<file path="config.mk">
export PLATFORM = sky130hd
export DESIGN_NAME = aes_avm_block_master
export DESIGN_NICKNAME = d
export VERILOG_FILES = /design/src/rtl/aes_bus_pkg.sv /design/src/rtl/aes_avm_block_master.sv
export SDC_FILE = /design/constraint.sdc
export NUM_CORES = 1
export LEC_CHECK = 0
export BUFFER_PORTS_ARGS = -buffer_cell sky130_fd_sc_hd__buf_4
export CORE_UTILIZATION = 35
export CTS_CLUSTER_SIZE = 16
export DETAILED_ROUTE_END_ITERATION = 7
export GPL_TIMING_DRIVEN = 0
export SLEW_MARGIN = 10
export SYNTH_ARGS = -nofsm -noshare
export SYNTH_HDL_FRONTEND = slang
export SYNTH_SLANG_ARGS = --single-unit
</file>
<file path="constraint.sdc">
create_clock -name clock -period 2.05 [get_ports clock]
set_clock_uncertainty 0.2 [all_clocks]
set_input_delay 0.41 -clock clock [delete_from_list [all_inputs] [get_ports clock]]
set_output_delay 0.41 -clock clock [all_outputs]
set_load 0.02 [all_outputs]
</file>
<file path="src/rtl/aes_bus_pkg.sv">
// aes_bus_pkg: state encoding and bus constants shared by the AES Avalon-MM master and its users.
package aes_bus_pkg;
  typedef enum logic [1:0] {IDLE, WR, RD} state_e;
  localparam logic [3:0] AES_WR_ADDR = 4'h0;
  localparam logic [3:0] AES_RD_ADDR = 4'h4;
  localparam int AES_WORDS = 4;
  localparam int AES_BLK_W = 128;
endpackage

</file>
<file path="src/rtl/aes_avm_block_master.sv">
// aes_avm_block_master: writes 128-bit plaintext blocks to the AES slave as four words and
// reads ciphertext back in order, with waitrequest stalls and inflight-bounded backpressure.
module aes_avm_block_master
  import aes_bus_pkg::*;
#(
  parameter int          MAX_INFLIGHT = 8,
  parameter logic [3:0]  WR_ADDR      = AES_WR_ADDR,
  parameter logic [3:0]  RD_ADDR      = AES_RD_ADDR,
  parameter int          CNT_W        = 16
) (
  input  logic                                 clock,
  input  logic                                 resetn,
  input  logic                                 pt_valid,
  output logic                                 pt_ready,
  input  logic [AES_BLK_W-1:0]                 pt_data,
  output logic                                 ct_valid,
  input  logic                                 ct_ready,
  output logic [AES_BLK_W-1:0]                 ct_data,
  output logic                                 avm_chipselect,
  output logic [3:0]                           avm_address,
  output logic                                 avm_write,
  output logic [31:0]                          avm_writedata,
  output logic                                 avm_read,
  input  logic [31:0]                          avm_readdata,
  input  logic                                 avm_waitrequest,
  output logic [$clog2(MAX_INFLIGHT+1)-1:0]    inflight,
  output logic [CNT_W-1:0]                     blk_done
);
  localparam int IW = $clog2(MAX_INFLIGHT+1);
  state_e state_q, state_d;
  logic [1:0] idx_q, idx_d;
  logic [AES_BLK_W-1:0] buf_q, buf_d, ct_data_q, ct_data_d;
  logic cs_q, cs_d, wr_q, wr_d, rd_q, rd_d, pt_ready_q, pt_ready_d, ct_valid_q, ct_valid_d;
  logic [3:0] addr_q, addr_d;
  logic [31:0] wdata_q, wdata_d;
  logic [IW-1:0] inflight_q, inflight_d;
  logic [CNT_W-1:0] blk_done_q, blk_done_d;
  logic last, rd_go;
  assign last  = idx_q == 2'(AES_WORDS-1);
  assign rd_go = inflight_q != '0 && !ct_valid_q && (inflight_q == IW'(MAX_INFLIGHT) || !pt_valid);
  // buf_q is the outgoing word shifter in WR and the incoming one in RD; the two never overlap
  always_comb begin
    state_d    = state_q;
    idx_d      = idx_q;
    buf_d      = buf_q;
    cs_d       = cs_q;
    wr_d       = wr_q;
    rd_d       = rd_q;
    addr_d     = addr_q;
    wdata_d    = wdata_q;
    ct_data_d  = ct_data_q;
    inflight_d = inflight_q;
    ct_valid_d = ct_valid_q && !ct_ready;
    blk_done_d = blk_done_q + CNT_W'(ct_valid_q && ct_ready);
    case (state_q)
      IDLE:
        if (pt_valid && pt_ready_q) begin
          state_d = WR;
          idx_d   = '0;
          buf_d   = pt_data << 32;
          wdata_d = pt_data[127:96];
          cs_d    = 1'b1;
          wr_d    = 1'b1;
          addr_d  = WR_ADDR;
        end else if (rd_go) begin
          state_d = RD;
          idx_d   = '0;
          cs_d    = 1'b1;
          rd_d    = 1'b1;
          addr_d  = RD_ADDR;
        end
      WR:
        if (!avm_waitrequest) begin
          idx_d   = idx_q + 2'd1;
          wdata_d = buf_q[127:96];
          buf_d   = buf_q << 32;
          if (last) begin
            state_d    = IDLE;
            cs_d       = 1'b0;
            wr_d       = 1'b0;
            inflight_d = inflight_q + IW'(1);
          end
        end
      RD:
        if (!avm_waitrequest) begin
          idx_d = idx_q + 2'd1;
          buf_d = {buf_q[95:0], avm_readdata};
          if (last) begin
            state_d    = IDLE;
            cs_d       = 1'b0;
            rd_d       = 1'b0;
            ct_data_d  = {buf_q[95:0], avm_readdata};
            ct_valid_d = 1'b1;
            inflight_d = inflight_q - IW'(1);
          end
        end
      default: state_d = IDLE;
    endcase
    pt_ready_d = state_d == IDLE && inflight_d < IW'(MAX_INFLIGHT);
  end
  always_ff @(posedge clock or negedge resetn) begin
    if (!resetn) begin
      state_q    <= IDLE;
      idx_q      <= '0;
      buf_q      <= '0;
      cs_q       <= 1'b0;
      wr_q       <= 1'b0;
      rd_q       <= 1'b0;
      addr_q     <= '0;
      wdata_q    <= '0;
      ct_data_q  <= '0;
      ct_valid_q <= 1'b0;
      pt_ready_q <= 1'b0;
      inflight_q <= '0;
      blk_done_q <= '0;
    end else begin
      state_q    <= state_d;
      idx_q      <= idx_d;
      buf_q      <= buf_d;
      cs_q       <= cs_d;
      wr_q       <= wr_d;
      rd_q       <= rd_d;
      addr_q     <= addr_d;
      wdata_q    <= wdata_d;
      ct_data_q  <= ct_data_d;
      ct_valid_q <= ct_valid_d;
      pt_ready_q <= pt_ready_d;
      inflight_q <= inflight_d;
      blk_done_q <= blk_done_d;
    end
  end
  assign pt_ready       = pt_ready_q;
  assign ct_valid       = ct_valid_q;
  assign ct_data        = ct_data_q;
  assign avm_chipselect = cs_q;
  assign avm_address    = addr_q;
  assign avm_write      = wr_q;
  assign avm_writedata  = wdata_q;
  assign avm_read       = rd_q;
  assign inflight       = inflight_q;
  assign blk_done       = blk_done_q;
endmodule

</file>
# ---- Word-level counts from Yosys, hierarchy flattened
# Cells that the tools add are included.
dict set report classes {
  add_sub_neg 4
  magnitude_cmp 1
  eq_ne 14
  n_mux 35
  n_bitwise 1
  n_reduce_logical 27
}
# cell n
set ops {}
lappend ops {{128-bit 2-to-1 mux} 3}
lappend ops {{128-bit case mux with 3 select lines} 1}
lappend ops {{32-bit 2-to-1 mux} 2}
lappend ops {{32-bit case mux with 2 select lines} 1}
lappend ops {{4-bit 2-to-1 mux} 6}
lappend ops {{16-bit by 1-bit adder with 16-bit output} 1}
lappend ops {{2-bit inequality test, second input constant} 8}
lappend ops {{2-bit 2-to-1 mux} 7}
lappend ops {{4-bit AND reduction} 3}
lappend ops {{1-bit 2-to-1 mux} 9}
lappend ops {{3-bit AND reduction} 3}
lappend ops {{2-bit case mux with 2 select lines} 2}
lappend ops {{4-bit case mux with 2 select lines} 1}
lappend ops {{2-bit nonzero test} 4}
lappend ops {{1-bit logical AND} 6}
lappend ops {{1-bit case mux with 2 select lines} 3}
lappend ops {{5-bit AND reduction} 1}
lappend ops {{4-bit by 1-bit adder with 4-bit output, second input constant} 1}
lappend ops {{2-bit equality test, second input constant} 2}
lappend ops {{4-bit equality test, second input constant} 1}
lappend ops {{2-bit zero test} 2}
lappend ops {{4-bit less-than comparator, second input constant} 1}
lappend ops {{4-bit nonzero test} 1}
lappend ops {{4-bit by 1-bit subtractor with 4-bit output, second input constant} 1}
lappend ops {{other kinds (10)} 12}
dict set report word_totals {
  register_bits 321
  input_bits 165
  output_inout_bits 189
  wordCells 95
}

# ---- Depth between registers and ports, before layout
dict set report depth {
  ltp_word 8
  mapped_depth 9
  mapped_depth_nobuf 7
}

# ---- Worst setup path after synthesis
# Ideal clock, no wire load.
dict set report synth_timing {
  kind {register to register}
  startpoint {register state_q[0]}
  endpoint {register buf_q[100]}
  setup_ns 0.123
  arrival_time_ns 1.789
  required_ns 1.727
  setup_slack_ns -0.061
  path_stages_with_launch 10
  n_path_buf 3
  period_less_slack_ns 2.111
  path_cell_list {dfrtp_1 > inv_1 > ha_1 > buf_6 > a21boi_4 > or3_1 > buf_6 > buf_6 > a221oi_2 > nor2_1}
}
dict set report synth_between {
  elab_chain_cells 3
}
# item line_no
set synth_rtl {}
lappend synth_rtl {{start, declared} aes_avm_block_master.sv:30} ;# state_e state_q, state_d;
lappend synth_rtl {{start signal, assigned} aes_avm_block_master.sv:117} ;# state_q <= state_d;
lappend synth_rtl {{2-bit by 1-bit equality test with 1-bit output (tied with other cells)} aes_avm_block_master.sv:55} ;# case (state_q)
lappend synth_rtl {{2-bit inequality test (no source line) or 3-bit nonzero test (tied branches)} n/a}
lappend synth_rtl {{4-bit AND reduction (no source line)} n/a}
lappend synth_rtl {{end signal, assigned} aes_avm_block_master.sv:119} ;# buf_q <= buf_d;
lappend synth_rtl {{end, declared} aes_avm_block_master.sv:32} ;# logic [AES_BLK_W-1:0] buf_q, buf_d, ct_data_q, ct_data_d;
# Parallel ways exist; a longest one is shown, timed or not.
# A chain may end at the register's enable or synchronous reset.

# ---- Final worst setup path
dict set report layout_timing {
  startpoint {register state_q[1]}
  endpoint {register buf_q[61]}
}
# Same word-level chain as after synthesis.

==> metrics.md <==
| Metric | Value |
|---|---|
| Result of the run | finished, violations left |
| Violated checks | setup timing |
| Estimated wirelength of the detail-placed design | between 30 and 40 mm |
| Final setup fails | 259 |
| Measured slew at the worst slew-check pin | approximately 760 ps |
| Wirelength per Cell | ~21 um |
| Required time of the worst setup path | ~2300 ps |
| Non-Filler Instances | about 2300 |
| Maximum vdd drop | about 0.00090 V |
| Cell taking the most area after synthesis | sky130_fd_sc_hd__dfrtp_1 |
| Fill cells | roughly 3100 |
| First-pass GRT wire length | between 60 and 70 mm |
| Max Transition Viols Final | 0 |
| Synth area leaders | sky130_fd_sc_hd__dfrtp_1, sky130_fd_sc_hd__mux2_2, sky130_fd_sc_hd__a221oi_2 |
| Setup tns final | -35120 ps |
| Worst-Skew Late Latency | approximately 560 ps |
| Avg Synthesized Cell Area | 12.2 um2 |
| Total number of H-tree levels | 2 |
| Total overflow reported by the global router | 0 |
| Count of input and output buffers | between 300 and 400 |
| Worst-case reg-to-reg path depth | 9 |
| Final Util | 0.581 |
| Clock period minus final worst setup slack | approximately 2300 ps |
| Most common cell type on the critical path | sky130_fd_sc_hd__buf_12 |
| Top cell type's share of synthesized area | 0.575 |
| Synth Cell Area | approximately 0.014 mm2 |
| Initial antenna violation count | 0 |
| Number of top-level design ports | approximately 350 |
| Starting density of the core | 0.356 |
| Crit end category | register |
| Cell family contributing the most delay on the critical path | buffers and inverters |
| Vias in the first global route | roughly 12000 |
| Placed instance count | about 2000 |
| Post-synthesis to final-layout area growth | 63.0% |
| Number of sinks handled by clock tree synthesis | around 320 |
| TritonCTS clock tree | yes |
| Worst path bufs/invs | 4 |
| GPL Wtd Cong | about 0.86 |
| Main synth FF type | sky130_fd_sc_hd__dfrtp_1 |
| DRC violations left | 0 |
| Layout cells sized above 1 | 0.457 |
| TritonCTS buffer count | 39 |
| Number of routed nets with antenna violations | 0 |
| Post-placement worst setup slack | -899 ps |
| Final critical-path share of the clock period | 1.12 |
| Core area | 0.0388 mm2 |
| Element type at the critical path start | register |
| PwrDens | about 1600 mW/mm2 |
| DIE WIDTH | between 200 and 250 um |
| Final cell area excluding filler cells | about 0.023 mm2 |
| Cell-by-cell listing of the critical path | buf_6 > ha_4 > o21a_1 > or3_4 > buf_12 > buf_16 > buf_12 > a221oi_4 > nor2_1 |
| Total leakage power | around 11 nW |
| Worst min-delay path class | in2reg |
| Area of placed instances | 0.0173 mm2 |
| Overall die height | 201 um |
| Post-synthesis cell type count | 52 |
| Critical Setup Path Class | reg2reg |
| GRT Util Overall | 0.224 |
| Max-cap violation count | 0 |
| Die ar. | 0.0403 mm2 |
| CTS root buffer | sky130_fd_sc_hd__clkbuf_16 |
| Arrival time of the worst setup path | approximately 2500 ps |
| Levels on crit path | 9 |
| Final wirelength | 48.3 mm |
| EDFF count, synth | 0 |
| Max Clock Freq | around 0.44 GHz |
| Worst-path fanout max | 10 |
| Fraction of the yosys area taken by sequential cells | 0.575 |
| Clk buf depth | 3 |
| Share of synthesized flip-flops with an asynchronous set or reset | 1.00 |
| Via/cell ratio | 4.87 |
| Floorplan row count | 72 |
| Critical path's largest stage delay | around 400 ps |
| DR pass1 iterations | 5 |
| Largest net degree at the start of global routing | between 90 and 100 |
| Setup repair after global routing missed its margin | true |
| Min-Delay Path Depth | 3 |
| Flip-flop and latch count after synthesis | between 300 and 400 |
| Clock-pin transition on the worst setup and hold timing paths | around 60 ps |
| Yosys warnings | 0 |
| Setup WS post-layout | -245 ps |
| Final net count | ~1900 |
| Rel. slew slack | 0.494 |
| Iteration-0 DRC Markers | 380 |
| Final hold violation count | 0 |
| Synthesized netlist cell count | 1138 |
| Antenna diodes | 0 |
| Crit path max-delay cell type | sky130_fd_sc_hd__dfrtp_1 |
| Via count of the routed design | 11200 |
-- worst paths after layout --
check,from,end,slack [ps]
max,state_q[1]$_DFF_PN0_,buf_q[61]$_DFFE_PN0P_,-240
min,pt_valid,avm_address[2]$_DFFE_PN0P_,60
max reg2reg,state_q[1]$_DFF_PN0_,buf_q[61]$_DFFE_PN0P_,-240
min reg2reg,blk_done[15]$_DFF_PN0_,blk_done[15]$_DFF_PN0_,280
max in group asynchronous,resetn,avm_writedata[16]$_DFFE_PN0P_,420
min in group asynchronous,resetn,buf_q[30]$_DFFE_PN0P_,300
-- per-stage QoR --
step / hold WS (ps) / total power, mW
4_1_cts: 25.4 / 33.8
6_report: 61.4 / 35.8
5_1_grt: 59.6 / 37.9
3_3_place_gp: 266 / 23.9
2_1_floorplan: -85.6 / 19.2
3_5_place_dp: 271 / 24.2
-- cells in the mapped netlist, drive strengths merged (2+ instances only) --
cell type / count
a211oi: 2
a21oi: 36
a221oi: 97
a31oi: 2
and2: 2
and3: 3
buf: 67
clkbuf: 15
dfrtp: 318
ha: 9
inv: 11
mux2: 128
mux2i: 32
nand2: 77
nand2b: 6
nand3: 46
nand3b: 2
nand4: 2
nor2: 231
nor2b: 2
nor3: 5
nor4: 3
o21ai: 9
xnor2: 8
xor2: 6
-- layout make-up --
class | count | area [um2] | area share
buffer | 79 | 892 | 0.0395
tap | 518 | 648 | 0.0287
multi-input combinational | 729 | 6440 | 0.286
clock inverter | 11 | 149 | 0.00660
sequential | 318 | 7960 | 0.353
clock buffer | 59 | 1160 | 0.0515
timing repair buffer | 569 | 5260 | 0.233
inverter | 11 | 46.3 | 0.00205
-- repair_timing --
action	in CTS	in global routing
hold endpoints to repair	287	0
resized for setup	113	244
setup endpoints to repair	301	304
setup buffers	13	16
pin swaps	8	7
hold buffers	163	0
gates cloned	5	20
-- worst reg2reg max path, stage by stage, from the launching register on --
cell,delay (ps)
sky130_fd_sc_hd__dfrtp_1,400
sky130_fd_sc_hd__buf_6,140
sky130_fd_sc_hd__ha_4,160
sky130_fd_sc_hd__o21a_1,200
sky130_fd_sc_hd__or3_4,370
sky130_fd_sc_hd__buf_12,150
sky130_fd_sc_hd__buf_16,150
sky130_fd_sc_hd__buf_12,160
sky130_fd_sc_hd__a221oi_4,210
sky130_fd_sc_hd__nor2_1,60
-- per-layer routing --
metal / global-route usage / up-vias / routed length, um
met5: 0 / - / 0
met4: 0.0652 / 0 / 1240
met3: 0.0503 / 72 / 2340
met2: 0.381 / 308 / 24100
met1: 0.286 / 5553 / 20600
li1: - / 5249 / -
-- cells by family after synthesis --
| logic type | after synthesis | share of synthesized area |
|---|---|---|
| XOR/XNOR | 14 | 0.00886 |
| other | 1 | 0.000271 |
| flip-flops | 318 | 0.575 |
| AO/OA/AOI/OAI | 160 | 0.129 |
| multiplexers | 160 | 0.127 |
| AND/OR/NAND/NOR | 383 | 0.114 |
| buffers and inverters | 93 | 0.0368 |
| adder cells (fa/ha/maj) | 9 | 0.00814 |
-- cells in the final DEF, fill, tap and decap left out, types with 3 or more instances in the layout --
cell type                       instances
sky130_fd_sc_hd__buf_6                 11
sky130_fd_sc_hd__ha_4                   4
sky130_fd_sc_hd__dlygate4sd3_1        163
sky130_fd_sc_hd__a221oi_2              61
sky130_fd_sc_hd__xor2_1                 6
sky130_fd_sc_hd__clkbuf_4               9
sky130_fd_sc_hd__clkbuf_16             59
sky130_fd_sc_hd__and3_1                 3
sky130_fd_sc_hd__dfrtp_1              314
sky130_fd_sc_hd__a221oi_4              35
sky130_fd_sc_hd__mux2i_1               32
sky130_fd_sc_hd__bufinv_16              3
sky130_fd_sc_hd__mux2_4               109
sky130_fd_sc_hd__clkbuf_1              12
sky130_fd_sc_hd__clkbuf_2               5
sky130_fd_sc_hd__nor2_1               229
sky130_fd_sc_hd__buf_12                22
sky130_fd_sc_hd__buf_4                389
sky130_fd_sc_hd__a21oi_1               34
sky130_fd_sc_hd__nand3_1               46
sky130_fd_sc_hd__mux2_2                19
sky130_fd_sc_hd__o21ai_0                9
sky130_fd_sc_hd__nand2_2               13
sky130_fd_sc_hd__dfrtp_2                4
sky130_fd_sc_hd__buf_16                 8
sky130_fd_sc_hd__inv_6                  3
sky130_fd_sc_hd__inv_1                  8
sky130_fd_sc_hd__nor3_1                 3
sky130_fd_sc_hd__nand2_1               63
sky130_fd_sc_hd__clkinv_2               3
sky130_fd_sc_hd__nand2b_1               6
sky130_fd_sc_hd__ha_2                   3
sky130_fd_sc_hd__clkbuf_8              11
sky130_fd_sc_hd__xnor2_1                8
sky130_fd_sc_hd__buf_2                  5
sky130_fd_sc_hd__buf_8                 12
sky130_fd_sc_hd__conb_1                 3
-- sequential cells by signal, indices dropped and copies added, names as in the netlist --
register / flops
blk_done: 16
avm_chipselect: 1
avm_writedata: 32
ct_valid: 1
inflight: 4
avm_address: 1
pt_ready: 1
state_q: 2
buf_q: 128
avm_write: 1
idx_q: 2
avm_read: 1
ct_data: 128
-- power breakdown --
group	internal, mW	switching (mW)	total, mW
Combinational	8.43	9.93	18.4
Sequential	8.41	1.97	10.4
Clock	4.30	2.76	7.06
Power figures use the tool's default switching activity.
